### src/rtl/mem_port_arbiter.sv
// ============================================================================
// mem_port_arbiter : shares one single-port memory between fetch and data
//                    accesses, with DM priority and an IF starvation guard.
// Revision 1.0
// ============================================================================
`default_nettype none

module mem_port_arbiter #(
    parameter int ADDR_W     = 32,
    parameter int DATA_W     = 32,
    parameter int MEM_LAT    = 1,
    parameter int STARVE_MAX = 3
) (
    input  logic              clk,
    input  logic              reset,
    input  logic              if_req,
    input  logic [ADDR_W-1:0] if_addr,
    output logic              if_done,
    output logic [DATA_W-1:0] if_rdata,
    input  logic              dm_req,
    input  logic              dm_we,
    input  logic [ADDR_W-1:0] dm_addr,
    input  logic [DATA_W-1:0] dm_wdata,
    output logic              dm_done,
    output logic [DATA_W-1:0] dm_rdata,
    input  logic              halt,
    output logic [ADDR_W-1:0] mem_addr,
    output logic [DATA_W-1:0] mem_wdata,
    output logic              mem_re,
    output logic              mem_we,
    input  logic [DATA_W-1:0] mem_rdata,
    output logic              busy,
    output logic              owner
);

    typedef enum logic [1:0] {
        IDLE  = 2'd0,
        ISSUE = 2'd1,
        WAIT  = 2'd2,
        RESP  = 2'd3
    } state_t;

    localparam logic [2:0] LAT_INIT   = 3'(MEM_LAT);
    localparam logic [3:0] STARVE_LIM = 4'(STARVE_MAX);

    state_t            state_q;
    logic [2:0]        cnt_q;
    logic [3:0]        starve_q;
    logic [3:0]        starve_d;
    logic              we_q;
    logic              if_done_q;
    logic              dm_done_q;
    logic [DATA_W-1:0] if_rdata_q;
    logic [DATA_W-1:0] dm_rdata_q;
    logic [ADDR_W-1:0] mem_addr_q;
    logic [DATA_W-1:0] mem_wdata_q;
    logic              mem_re_q;
    logic              mem_we_q;
    logic              busy_q;
    logic              owner_q;

    logic              elig_if;
    logic              grant_any;
    logic              grant_dm;

    // DM wins every contested cycle unless IF has already lost STARVE_MAX in a row.
    always_comb begin
        elig_if   = if_req & ~halt;
        grant_any = elig_if | dm_req;
        grant_dm  = dm_req & ~(elig_if & (starve_q == STARVE_LIM));
        starve_d  = starve_q;
        if (grant_dm && elig_if) begin
            if (starve_q != 4'hF) begin
                starve_d = starve_q + 4'd1;
            end
        end else if (grant_any && !grant_dm) begin
            starve_d = '0;
        end
    end

    always_ff @(posedge clk or negedge reset) begin
        if (!reset) begin
            state_q     <= IDLE;
            cnt_q       <= '0;
            starve_q    <= '0;
            we_q        <= 1'b0;
            if_done_q   <= 1'b0;
            dm_done_q   <= 1'b0;
            if_rdata_q  <= '0;
            dm_rdata_q  <= '0;
            mem_addr_q  <= '0;
            mem_wdata_q <= '0;
            mem_re_q    <= 1'b0;
            mem_we_q    <= 1'b0;
            busy_q      <= 1'b0;
            owner_q     <= 1'b0;
        end else begin
            if_done_q <= 1'b0;
            dm_done_q <= 1'b0;
            case (state_q)
                IDLE: begin
                    if (grant_any) begin
                        state_q    <= ISSUE;
                        busy_q     <= 1'b1;
                        owner_q    <= grant_dm;
                        starve_q   <= starve_d;
                        mem_addr_q <= grant_dm ? dm_addr : if_addr;
                        we_q       <= grant_dm & dm_we;
                        mem_re_q   <= ~(grant_dm & dm_we);
                        mem_we_q   <= grant_dm & dm_we;
                        if (grant_dm) begin
                            mem_wdata_q <= dm_wdata;
                        end
                    end
                end
                ISSUE: begin
                    mem_re_q <= 1'b0;
                    mem_we_q <= 1'b0;
                    cnt_q    <= LAT_INIT;
                    state_q  <= WAIT;
                end
                WAIT: begin
                    cnt_q <= cnt_q - 3'd1;
                    if (cnt_q == 3'd1) begin
                        state_q <= RESP;
                        if (owner_q) begin
                            dm_done_q <= 1'b1;
                            // Store completions leave the last loaded word in place.
                            if (!we_q) begin
                                dm_rdata_q <= mem_rdata;
                            end
                        end else begin
                            if_done_q  <= 1'b1;
                            if_rdata_q <= mem_rdata;
                        end
                    end
                end
                RESP: begin
                    state_q <= IDLE;
                    busy_q  <= 1'b0;
                end
                default: begin
                    state_q <= IDLE;
                    busy_q  <= 1'b0;
                end
            endcase
        end
    end

    assign if_done   = if_done_q;
    assign dm_done   = dm_done_q;
    assign if_rdata  = if_rdata_q;
    assign dm_rdata  = dm_rdata_q;
    assign mem_addr  = mem_addr_q;
    assign mem_wdata = mem_wdata_q;
    assign mem_re    = mem_re_q;
    assign mem_we    = mem_we_q;
    assign busy      = busy_q;
    assign owner     = owner_q;

endmodule

`default_nettype wire

### config.mk
export PLATFORM = sky130hd
export DESIGN_NAME = mem_port_arbiter
export DESIGN_NICKNAME = d
export VERILOG_FILES = /design/src/rtl/mem_port_arbiter.sv
export SDC_FILE = /design/constraint.sdc
export NUM_CORES = 1
export LEC_CHECK = 0
export ABC_AREA = 1
export CORE_MARGIN = 4
export CORE_UTILIZATION = 35
export CTS_CLUSTER_DIAMETER = 150
export CTS_CLUSTER_SIZE = 24
export DETAILED_ROUTE_END_ITERATION = 16
export PLACE_DENSITY = 0.71
export SYNTH_ARGS = -nofsm -noshare
export SYNTH_HDL_FRONTEND = slang
export SYNTH_SLANG_ARGS = --single-unit
### constraint.sdc
create_clock -name clk -period 1.9 [get_ports clk]
set_input_delay 0.475 -clock clk [delete_from_list [all_inputs] [get_ports clk]]
set_output_delay 0.475 -clock clk [all_outputs]
set_load 0.005 [all_outputs]
==> results.txt <==
----------------------------------------------------
[Outcome]
  Result of the run ... finished, final reports clean

[STA]
  Max Transition Viols Final ... 0
  Fin. Hold Viols ... 0
  Max transition margin ... 61.36%
  Worst-case setup margin in the final layout ... 0.07162 ns
  Layout Skew ... 0.006858 ns
  Slew at the pin with the worst max-slew slack ... 0.5788 ns
  Min Hold Slack ... 0.008141 ns
  Shortest clock period the worst path allows after layout ... 1.828 ns
  Fin crit share ... 96.23%
  Setup repair after global routing missed its margin ... false
  Achievable clock frequency ... 0.5469 GHz
  Final Setup Violations ... 0

[Synth]
  Register area share after synthesis ... 57.44%
  Cell area after synthesis ... 6274 um2
  Syn_nets ... 894
  Number of flip-flops and latches in the synthesized netlist ... 144
  Number of synthesis warnings ... 0
  Synthesized instance count ... 752
  Post-Synthesis Mean Instance Area ... 8.342 um2
  Number of distinct standard cells referenced by the synthesized netlist ... 26

[GRT]
  Global route overflow ... 0
  Pin count of the biggest net entering global routing ... 66
  Overall Global Routing Usage ... 18.01%
  Initial antenna violation count ... 0
  Wire length of the first global-routing pass ... 29.19 mm
  Via count of the first global-routing pass ... 5855

[Clock network]
  Clk Tree Root Cell ... clkbuf_16
  Clock sinks ... 144
  Worst-skew pair later-pin latency ... 0.41 ns
  CTS max path bufs ... 2
  H-tree depth reported by CTS ... 4
  Clock slew seen by the registers of the worst setup and hold paths ... 0.06 ns
  TritonCTS clock tree ... built
  Total CTS buffers ... 17

[Power and ir drop]
  Lkg Pwr ... 5.006 nW
  Overall power ... 0.01497 W
  Worst vdd rail ir drop ... 0.7591 mV
  Power Density ... 1509 nW/um2

[Die]
  Number of top-level design ports ... 268
  Rows ... 48
  Die boundary height ... 141.9 um
  Effective utilization at floorplan ... 36.02%
  Die width ... 141.9 um
  Core box area ... 17420 um2
  Die outline area ... 20130 um2

[Cells and area]
  Layout Cells excl Fill ... 1260
  Antenna diode count ... 0
  Area added between synthesis and finish ... 58.16%
  Share of cells above drive strength 1 ... 5.894%
  Layout net count ... 1164
  Seq. cell area ... 3603 um2
  Number of fill cells ... 1594
  Area taken by multi-input logic gates ... 2056 um2

[Setup path]
  Longest individual stage delay on the worst path ... 0.57 ns
  Family of cells with the greatest summed delay on the critical path ... buffers and inverters
  Category of the worst setup path launch point ... flip-flop
  Combined buffer and inverter count along the critical path ... 1
  Cells traversed along the worst timing path ... clkdlybuf4s50_1
  CP arrival ... 1.35 ns
  Type of element capturing the critical path ... output pin
  Required time at the endpoint of the critical path ... 1.42 ns
  Critical setup path kind ... flip-flop to output pin
  Crit Path Max Fanout ... 3
  Cell with the largest stage delay on the worst path ... clkdlybuf4s50_1

[Drt]
  Detailed-route via count ... 5678
  Number of vias per cell after detailed routing ... 4.506
  Wire length per cell after detailed routing ... 14.26 um
  Total wirelength of the detailed-routed design ... 17.97 mm
  DRC violation count after routing ... 0
  Number of DRC violations after detailed-routing iteration 0 ... 250
  Count of TritonRoute iterations in the first routing pass ... 6
  Number of antenna-violating nets in the routed design ... 0

[Placed design]
  Post-Place Setup Slack ... -0.05909 ns
  Sum of net half-perimeters after detailed placement ... 13.11 mm
  # port buffers ... 267
  Number of instances in the placed design ... 1228
  Weighted congestion reported at the end of routability-driven placement ... 0.7944

[Hold path]
  Path type of the worst min-delay path ... input port to async pin

[Job]
  Reported max-cap violation count ... 0

----------------------------------------------------
[flip-flops by register name, summed over array words and instances (netlist names)]
| name | flops |
|---|---|
| mem_we | 1 |
| dm_rdata | 32 |
| mem_wdata | 32 |
| if_rdata | 32 |
| cnt_q | 3 |
| mem_addr | 32 |
| we_q | 1 |
| busy | 1 |
| mem_re | 1 |
| dm_done | 1 |
| state_q | 2 |
| owner | 1 |
| if_done | 1 |
| starve_q | 4 |
[layer usage]
metal	track usage, %	routed length (um)	vias to the layer above
met1	22.27	7668	2614
met4	6.970	467	0
li1	-	-	2844
met5	0	0	-
met2	30.00	8692	189
met3	5.022	1138	31
[logic make-up (layout without fill, tap and decap cells)]
logic type / count (synthesis) / count (layout) / share of synthesized area (%)
compound gates: 79 / 79 / 6.562
xor+xnor: 1 / 1 / 0.1396
simple gates: 367 / 367 / 24.39
fa+ha+maj: 8 / 8 / 1.596
flops: 144 / 144 / 57.44
buf+inv: 153 / 436 / 9.872
[placed cells by master (no fill, tap or decap), types with 2 or more instances in the layout]
master | synthesis | final
nand3_1 | 71 | 70
a21oi_1 | 2 | 2
nand4_1 | 3 | 3
ha_1 | 8 | 8
buf_12 | 0 | 9
buf_4 | 6 | 9
clkinvlp_4 | 0 | 2
clkinv_2 | 0 | 2
bufinv_16 | 0 | 3
clkbuf_16 | 0 | 17
clkdlybuf4s50_1 | 0 | 266
nand3_4 | 2 | 2
nand2_1 | 278 | 278
dfrtp_1 | 144 | 144
inv_2 | 2 | 2
nor2_1 | 5 | 5
o21ai_0 | 70 | 70
o21ai_1 | 4 | 4
inv_1 | 116 | 116
nand3_2 | 1 | 2
clkbuf_1 | 11 | 2
nor2_2 | 2 | 2
buf_6 | 0 | 2
clkinv_4 | 0 | 4
[per-stage QoR]
| step | cell area, um2 | setup TNS (ns) | utilization, % |
|---|---|---|---|
| 3_5_place_dp | 9313 | -1.741 | 53.47 |
| 2_1_floorplan | 6274 | 0 | - |
| 3_3_place_gp | 9313 | -0.5340 | 53.47 |
| 4_1_cts | 9918 | 0 | 56.95 |
| 6_report | 9922 | 0 | 56.97 |
| 5_1_grt | 9922 | 0 | 56.97 |
[path summary, 6_finish.rpt]
check | startpoint | to | slack (ns) | cells after the start
worst max register to register | state_q[0] | mem_addr[17] | 0.21 | 7
max in group asynchronous | reset | mem_wdata[17] | 1.33 | 2
worst min-delay path | reset | dm_rdata[4] | 0.008 | 1
worst max-delay path | owner | owner | 0.07 | 1
min in group clk | mem_addr[21] | mem_addr[21] | 0.48 | 2
worst min register to register | mem_addr[21] | mem_addr[21] | 0.48 | 2
[synth_stat cells]
master | number | area [um2]
nand4_1 | 3 | 18.77
dfrtp_1 | 144 | 3603
o21ai_1 | 4 | 20.02
inv_2 | 2 | 7.510
nor2_2 | 2 | 12.51
o21bai_1 | 1 | 7.510
a21oi_4 | 1 | 16.27
buf_2 | 18 | 90.09
ha_1 | 8 | 100.1
and3_1 | 1 | 6.260
nor4_1 | 1 | 6.260
nor3_2 | 1 | 10.01
buf_4 | 6 | 45.04
a211oi_1 | 1 | 7.510
o21ai_0 | 70 | 350.3
nor2_1 | 5 | 18.77
xor2_1 | 1 | 8.760
nand3_1 | 71 | 355.3
nand3b_1 | 1 | 7.510
clkbuf_1 | 11 | 41.29
inv_1 | 116 | 435.4
nand3_4 | 2 | 35.03
a21oi_1 | 2 | 10.01
nand2_1 | 278 | 1044
nand3_2 | 1 | 10.01
nand2_2 | 1 | 6.260
[repair_timing]
action	4_1_cts	5_1_grt
setup buffers	0	0
setup endpoints to repair	0	6
gates resized for setup	0	1
hold buffers	0	0
endpoints found under the hold margin	0	0
[layout make-up]
cell class / count / area share, %
Inverter: 118 / 4.464
Multi-Input combinational cell: 455 / 20.72
Clock inverter: 12 / 1.602
Timing Repair Buffer: 286 / 29.56
Tap cell: 225 / 2.837
Sequential cell: 144 / 36.32
Clock buffer: 20 / 4.502
[where the power goes]
part / total, W / switching [W] / internal (W)
registers: 0.00538 / 0.000828 / 0.00455
clock network: 0.00338 / 0.00127 / 0.00211
logic: 0.00621 / 0.00265 / 0.00357
total: 0.0150 / 0.00475 / 0.0102
Note: power is estimated with default switching activity, not from simulation.
